## config.mk

```make
export PLATFORM = sky130hd
export DESIGN_NAME = fetch_unit_flat
export DESIGN_NICKNAME = d
export VERILOG_FILES = /design/src/rtl/fetch_pkg.sv /design/src/rtl/fetch_if.sv /design/src/rtl/sync_fifo.sv /design/src/rtl/fetch_unit.sv /design/src/flat_wrapper.sv
export SDC_FILE = /design/constraint.sdc
export NUM_CORES = 1
export LEC_CHECK = 0
export CORE_MARGIN = 3
export CORE_UTILIZATION = 28
export DETAILED_ROUTE_END_ITERATION = 10
export PLACE_DENSITY = 0.51
export SYNTH_ARGS = -nofsm -noshare
export SYNTH_HDL_FRONTEND = slang
export SYNTH_HIERARCHICAL = 1
export SYNTH_SLANG_ARGS = --single-unit
```

## constraint.sdc

```tcl
create_clock -name clk -period 3.5 [get_ports clk]
set_input_delay 0.525 -clock clk [delete_from_list [all_inputs] [get_ports clk]]
set_output_delay 0.525 -clock clk [all_outputs]
set_load 0.05 [all_outputs]
```

## src/rtl/fetch_pkg.sv

```systemverilog
// Shared types for the instruction-fetch stage.
package fetch_pkg;

    typedef enum logic {
        IDLE,
        REQ
    } fetch_state_t;

endpackage

```

## src/rtl/fetch_if.sv

```systemverilog
// Memory-side and decoder-side buses of the fetch stage.
interface fetch_if #(
    parameter int ADDR_W  = 8,
    parameter int INSTR_W = 16
);

    logic               mem_req;
    logic [ADDR_W-1:0]  mem_addr;
    logic               mem_ack;
    logic [INSTR_W-1:0] mem_data;

    logic               instr_valid;
    logic [INSTR_W-1:0] instr;
    logic [ADDR_W-1:0]  instr_pc;
    logic               instr_ack;

    modport master (
        output mem_req, mem_addr,
        input  mem_ack, mem_data,
        output instr_valid, instr, instr_pc,
        input  instr_ack
    );

    modport slave (
        input  mem_req, mem_addr,
        output mem_ack, mem_data,
        input  instr_valid, instr, instr_pc,
        output instr_ack
    );

endinterface

```

## src/rtl/sync_fifo.sv

```systemverilog
// Prefetch queue: power-of-two ring buffer with flush.
module sync_fifo #(
    parameter int WIDTH = 24,
    parameter int DEPTH = 4,
    localparam int CW = $clog2(DEPTH + 1),
    localparam int PW = $clog2(DEPTH)
) (
    input  logic             clk,
    input  logic             rst_n,
    input  logic             flush,
    input  logic             push,
    input  logic             pop,
    input  logic [WIDTH-1:0] data,
    output logic [WIDTH-1:0] head,
    output logic [CW-1:0]    count
);

    logic [WIDTH-1:0] mem [DEPTH];
    logic [PW-1:0]    wr;
    logic [PW-1:0]    rd;

    always_ff @(posedge clk) begin
        if (!rst_n) begin
            wr    <= '0;
            rd    <= '0;
            count <= '0;
            for (int i = 0; i < DEPTH; i++) begin
                mem[i] <= '0;
            end
        end else if (flush) begin
            wr    <= '0;
            rd    <= '0;
            count <= '0;
        end else begin
            if (push) begin
                mem[wr] <= data;
                wr      <= wr + 1'b1;
            end
            if (pop) begin
                rd <= rd + 1'b1;
            end
            count <= count + CW'(push) - CW'(pop);
        end
    end

    assign head = mem[rd];

endmodule

```

## src/rtl/fetch_unit.sv

```systemverilog
// Fetch stage: PC sequencing, memory request FSM and prefetch queue.
module fetch_unit
    import fetch_pkg::*;
#(
    parameter int              ADDR_W   = 8,
    parameter int              INSTR_W  = 16,
    parameter int              DEPTH    = 4,
    parameter logic [ADDR_W-1:0] RESET_PC = '0,
    localparam int CW = $clog2(DEPTH + 1)
) (
    input  logic              clk,
    input  logic              rst_n,
    input  logic              en,
    input  logic              redirect,
    input  logic [ADDR_W-1:0] redirect_pc,
    fetch_if.master           bus,
    output logic [CW-1:0]     count
);

    fetch_state_t              state;
    fetch_state_t              state_next;
    logic [ADDR_W-1:0]         pc;
    logic                      push;
    logic                      pop;
    logic [CW-1:0]             count_next;
    logic                      issue_ok;
    logic [INSTR_W+ADDR_W-1:0] head;

    always_comb begin
        push       = (state == REQ) && bus.mem_ack && !redirect;
        pop        = bus.instr_ack && (count != '0) && !redirect;
        count_next = count + CW'(push) - CW'(pop);
        issue_ok   = en && !redirect && (count_next < CW'(DEPTH));
    end

    always_ff @(posedge clk) begin
        if (!rst_n) begin
            state <= IDLE;
        end else begin
            state <= state_next;
        end
    end

    // A redirect aborts any open request; otherwise REQ only ends on ack.
    always_comb begin
        state_next = state;
        unique case (1'b1)
            redirect:                     state_next = IDLE;
            (state == IDLE) && issue_ok:  state_next = REQ;
            push && !issue_ok:            state_next = IDLE;
            default:                      state_next = state;
        endcase
    end

    always_ff @(posedge clk) begin
        if (!rst_n) begin
            pc <= RESET_PC;
        end else if (redirect) begin
            pc <= redirect_pc;
        end else if (push) begin
            pc <= pc + 1'b1;
        end
    end

    always_comb begin
        bus.mem_req     = (state == REQ);
        bus.mem_addr    = pc;
        bus.instr_valid = (count != '0);
        {bus.instr, bus.instr_pc} = head;
    end

    sync_fifo #(
        .WIDTH (INSTR_W + ADDR_W),
        .DEPTH (DEPTH)
    ) u_fifo (
        .clk   (clk),
        .rst_n (rst_n),
        .flush (redirect),
        .push  (push),
        .pop   (pop),
        .data  ({bus.mem_data, pc}),
        .head  (head),
        .count (count)
    );

endmodule

```

## src/flat_wrapper.sv

```systemverilog
// flat-port wrapper written by rule: the top's interface ports become plain ports
module fetch_unit_flat import fetch_pkg::*;
#(
    parameter int              ADDR_W   = 8,
    parameter int              INSTR_W  = 16,
    parameter int              DEPTH    = 4,
    parameter logic [ADDR_W-1:0] RESET_PC = '0,
    localparam int CW = $clog2(DEPTH + 1)
)
  (clk, rst_n, en, redirect, redirect_pc, count, bus_mem_req, bus_mem_addr, bus_mem_ack, bus_mem_data, bus_instr_valid, bus_instr, bus_instr_pc, bus_instr_ack);
  fetch_if #(.ADDR_W(ADDR_W), .INSTR_W(INSTR_W)) bus_i ();
  input  logic clk;
  input  logic rst_n;
  input  logic en;
  input  logic redirect;
  input  logic [ADDR_W-1:0] redirect_pc;
  output logic [CW-1:0] count;
  output wire logic [$bits(bus_i.mem_req)-1:0] bus_mem_req;
  output wire logic [$bits(bus_i.mem_addr)-1:0] bus_mem_addr;
  input wire logic [$bits(bus_i.mem_ack)-1:0] bus_mem_ack;
  input wire logic [$bits(bus_i.mem_data)-1:0] bus_mem_data;
  output wire logic [$bits(bus_i.instr_valid)-1:0] bus_instr_valid;
  output wire logic [$bits(bus_i.instr)-1:0] bus_instr;
  output wire logic [$bits(bus_i.instr_pc)-1:0] bus_instr_pc;
  input wire logic [$bits(bus_i.instr_ack)-1:0] bus_instr_ack;
  assign bus_mem_req = bus_i.mem_req;
  assign bus_mem_addr = bus_i.mem_addr;
  assign bus_i.mem_ack = bus_mem_ack;
  assign bus_i.mem_data = bus_mem_data;
  assign bus_instr_valid = bus_i.instr_valid;
  assign bus_instr = bus_i.instr;
  assign bus_instr_pc = bus_i.instr_pc;
  assign bus_i.instr_ack = bus_instr_ack;
  fetch_unit #(.ADDR_W(ADDR_W), .INSTR_W(INSTR_W), .DEPTH(DEPTH), .RESET_PC(RESET_PC)) u_core (.clk(clk), .rst_n(rst_n), .en(en), .redirect(redirect), .redirect_pc(redirect_pc), .bus(bus_i), .count(count));
endmodule
```

==> load_flow_metrics.sql <==
INSERT INTO impl_metrics (metric_group, metric, value, unit) VALUES
('global_route', 'number_of_global_route_vias_before_repair', '3371', ''),
('job', 'max_cap_viol_count', '0', ''),
('global_route', 'grt_antenna_before_repair', '0', ''),
('detailed_routing', 'detail_route.first_pass.iterations', '5', ''),
('detailed_routing', 'drc', '0', ''),
('logic_synthesis', 'ys_seq_elements', '114', ''),
('status', 'outcome', 'finished clean', ''),
('floorplan', 'floorplan.rows', '48', ''),
('min_path', 'tightest_hold_check_type', 'register to register', ''),
('floorplan', 'initial_utilization', '29.1', '%'),
('worst_setup_path', 'setup.reg_to_reg.worst_slack', '1190', 'ps'),
('worst_setup_path', 'critical-path-top-delay-family', 'buffers and inverters', ''),
('clock_tree', 'cts-resized-gates', '0', ''),
('worst_setup_path', 'cp.arrival', '2670', 'ps'),
('detailed_routing', 'postRouteWirelength', '11500', 'µm'),
('clock_tree', 'cts.reportedPaths.clkPinSlew', '60', 'ps'),
('clock_tree', 'tritoncts', 'built', ''),
('timing', 'worst_pin_slew', '1140', 'ps'),
('worst_setup_path', 'worst_setup_path_end', 'bus_instr[15]', ''),
('clock_tree', 'insertion_delay', '410', 'ps'),
('placed_design', 'placed_cells_incl_taps', '652', ''),
('timing', 'grt_setup_unrepaired', 'no', ''),
('detailed_routing', 'vias', '3146', ''),
('clock_tree', 'cts.repair_timing.setup_buffer_count', '0', ''),
('clock_tree', 'ctsLongestPathBuffers', '2', ''),
('logic_synthesis', 'average_size_of_a_mapped_cell', '13.7', 'µm²'),
('global_route', 'grt_usage', '12.3', '%'),
('timing', 'final-setup-viol-count', '0', ''),
('timing', 'clock_skew', '5.53', 'ps'),
('worst_setup_path', 'timing.critical_path.buf_inv', '2', ''),
('logic_synthesis', 'yosys.cell_types.count', '48', ''),
('finish', 'total_inserted_antenna_cells', '0', ''),
('floorplan', 'fp.dieArea', '19900', 'µm²'),
('worst_setup_path', 'critPathLaunchType', 'register', ''),
('placed_design', 'place_hpwl', '7160', 'µm'),
('timing', 'fmax', '313', 'MHz'),
('worst_setup_path', 'worst-setup-path-type', 'register to primary output', ''),
('logic_synthesis', 'synthArstFlopShare', '0', '%'),
('timing', 'slew_violations', '0', ''),
('logic_synthesis', 'synth_enable_flop_cells', '96', ''),
('detailed_routing', 'wl_per_cell', '16.9', 'µm'),
('timing', 'hold_viol', '0', ''),
('logic_synthesis', 'yosys_warnings', '6', ''),
('clock_tree', 'postCtsHoldBufs', '0', ''),
('floorplan', 'die_x', '141', 'µm'),
('timing', 'min_period', '3190', 'ps'),
('floorplan', 'ios', '67', ''),
('clock_tree', 'cts-buffers-inserted', '17', ''),
('global_route', 'globalRouteOverflowTotal', '0', ''),
('finish', 'fillers', '1653', ''),
('placed_design', 'place_congestion', '0.817', ''),
('worst_setup_path', 'crit_path_max_fanout', '15', ''),
('timing', 'setup_slack_of_the_critical_path_after_layout', '307', 'ps'),
('logic_synthesis', 'yosys.area.top_type_share', '56.4', '%'),
('pwr', 'vdd_ir_drop_max', '0.352', 'mV'),
('worst_setup_path', 'regToRegEndpoint', 'u_core/u_fifo/count[2]$_SDFF_PP0_', ''),
('worst_setup_path', 'timing.critical_path.to_type', 'primary output', ''),
('logic_synthesis', 'yosys-top-cells-area', 'edfxtp_1 (56%), mux4_2 (11%), dfxtp_1 (7.0%)', ''),
('finish', 'drive_above_1_share', '20.7', '%'),
('logic_synthesis', 'postSynthNetCount', '409', ''),
('timing', 'timing.setup.tns', '0', 'ps'),
('clock_tree', 'tritoncts_num_sinks', '114', ''),
('finish', 'final_net_count', '482', ''),
('global_route', 'grt_pass1_wl', '18600', 'µm'),
('finish', 'stdcell_count', '684', ''),
('pwr', 'power_per_cell_area', '544', 'nW/µm²'),
('detailed_routing', 'detailedRoute.firstIterationViolations', '218', ''),
('logic_synthesis', 'postSynthCellCount', '373', ''),
('detailed_routing', 'ant_nets', '0', ''),
('worst_setup_path', 'cp_slowest_stage_delay', '720', 'ps'),
('finish', 'area_delta_synth_final', '30.5', '%');
==> per-layer routing <==
| metal | vias up | GRT usage [%] | share of wire (%) |
|---|---|---|---|
| met3 | 11 | 4.04 | 4.9 |
| li1 | 1502 | - | - |
| met4 | 0 | 3.72 | 0.94 |
| met2 | 72 | 19.4 | 48 |
| met1 | 1561 | 16.3 | 46 |
| met5 | - | 0 | 0 |
==> worst min path at each step <==
stage	startpoint	to	slack (ps)	cells after the start
finish	u_core/u_fifo/rd[1]$_SDFFE_PP0P_	u_core/u_fifo/rd[1]$_SDFFE_PP0P_	560	2
global placement	u_core/u_fifo/rd[0]$_SDFFE_PP0P_	u_core/u_fifo/rd[1]$_SDFFE_PP0P_	530	2
global route	u_core/u_fifo/rd[0]$_SDFFE_PP0P_	u_core/u_fifo/rd[1]$_SDFFE_PP0P_	600	2
detailed placement	u_core/u_fifo/rd[1]$_SDFFE_PP0P_	u_core/u_fifo/rd[1]$_SDFFE_PP0P_	550	2
floorplan	u_core/u_fifo/rd[1]$_SDFFE_PP0P_	register	500	2
CTS	u_core/u_fifo/rd[1]$_SDFFE_PP0P_	u_core/u_fifo/rd[1]$_SDFFE_PP0P_	560	2
==> power breakdown <==
part	internal, µW	switching (µW)
registers	1510	22.0
logic	98.2	156
clock network	1200	638
total	2810	816
==> registers in the layout, indices dropped and copies added, names as in the netlist, named ones only <==
name and count:
u_core/u_fifo/count 3, u_core/u_fifo/mem 96, u_core/bus.mem_addr 8, u_core/bus.mem_req 1, u_core/u_fifo/rd 2, u_core/u_fifo/wr 2
==> synthesized netlist by cell type, types with 2 or more instances <==
cell type,number
edfxtp_1,96
or3_1,4
o2111ai_1,2
a31oi_1,3
buf_2,9
nor2_1,84
xnor2_1,5
a21oi_1,4
ha_1,5
nand3b_1,5
nand4_1,2
clkbuf_1,8
nand4bb_1,2
mux4_2,24
nand3_1,3
buf_1,2
nor2_4,10
o211a_1,2
nand2b_1,4
dfxtp_1,18
nor2_2,9
inv_1,9
nand2_1,29
buf_4,3
a21bo_2,2
o21ai_0,7
==> area by class of cell <==
type	count	area, µm²	area share, %
clock buffers	18	429	6.43
well taps	225	282	4.22
inverters	10	37.5	0.562
flip-flops and latches	114	3240	48.6
repair buffers	79	796	11.9
clock inverters	14	204	3.06
multi-input cells	224	1680	25.2
==> worst reg2reg max path, stage by stage, from the launching register on <==
cell and delay [ps]:
dfxtp_1 380, or3_1 410, and3_1 270, ha_1 290, inv_1 60, ha_1 130, inv_1 50, fa_1 360
xnor3_1 210, nor2_1 40
==> logic make-up (layout without fill, tap and decap cells) <==
| kind of cell | after synthesis | in the layout | share of synthesized area (%) |
|---|---|---|---|
| AO/OA/AOI/OAI | 23 | 23 | 3.08 |
| XOR/XNOR | 6 | 6 | 1.30 |
| adder cells (fa/ha/maj) | 6 | 6 | 1.61 |
| buffers and inverters | 35 | 121 | 3.69 |
| flip-flops | 114 | 114 | 63.4 |
| multiplexers | 25 | 25 | 10.8 |
| AND/OR/NAND/NOR | 164 | 164 | 16.1 |
==> stage by stage <==
step	area, µm²	power (µW)	hold slack (ps)	utilization (%)
after floorplan	5110	1710	499	-
after global placement	6040	1820	528	34.3
after detailed placement	6040	1820	548	34.3
after CTS	6670	3660	556	37.9
after global routing	6670	3760	601	37.9
final	6670	3630	557	37.9
Power figures use the tool's default switching activity.
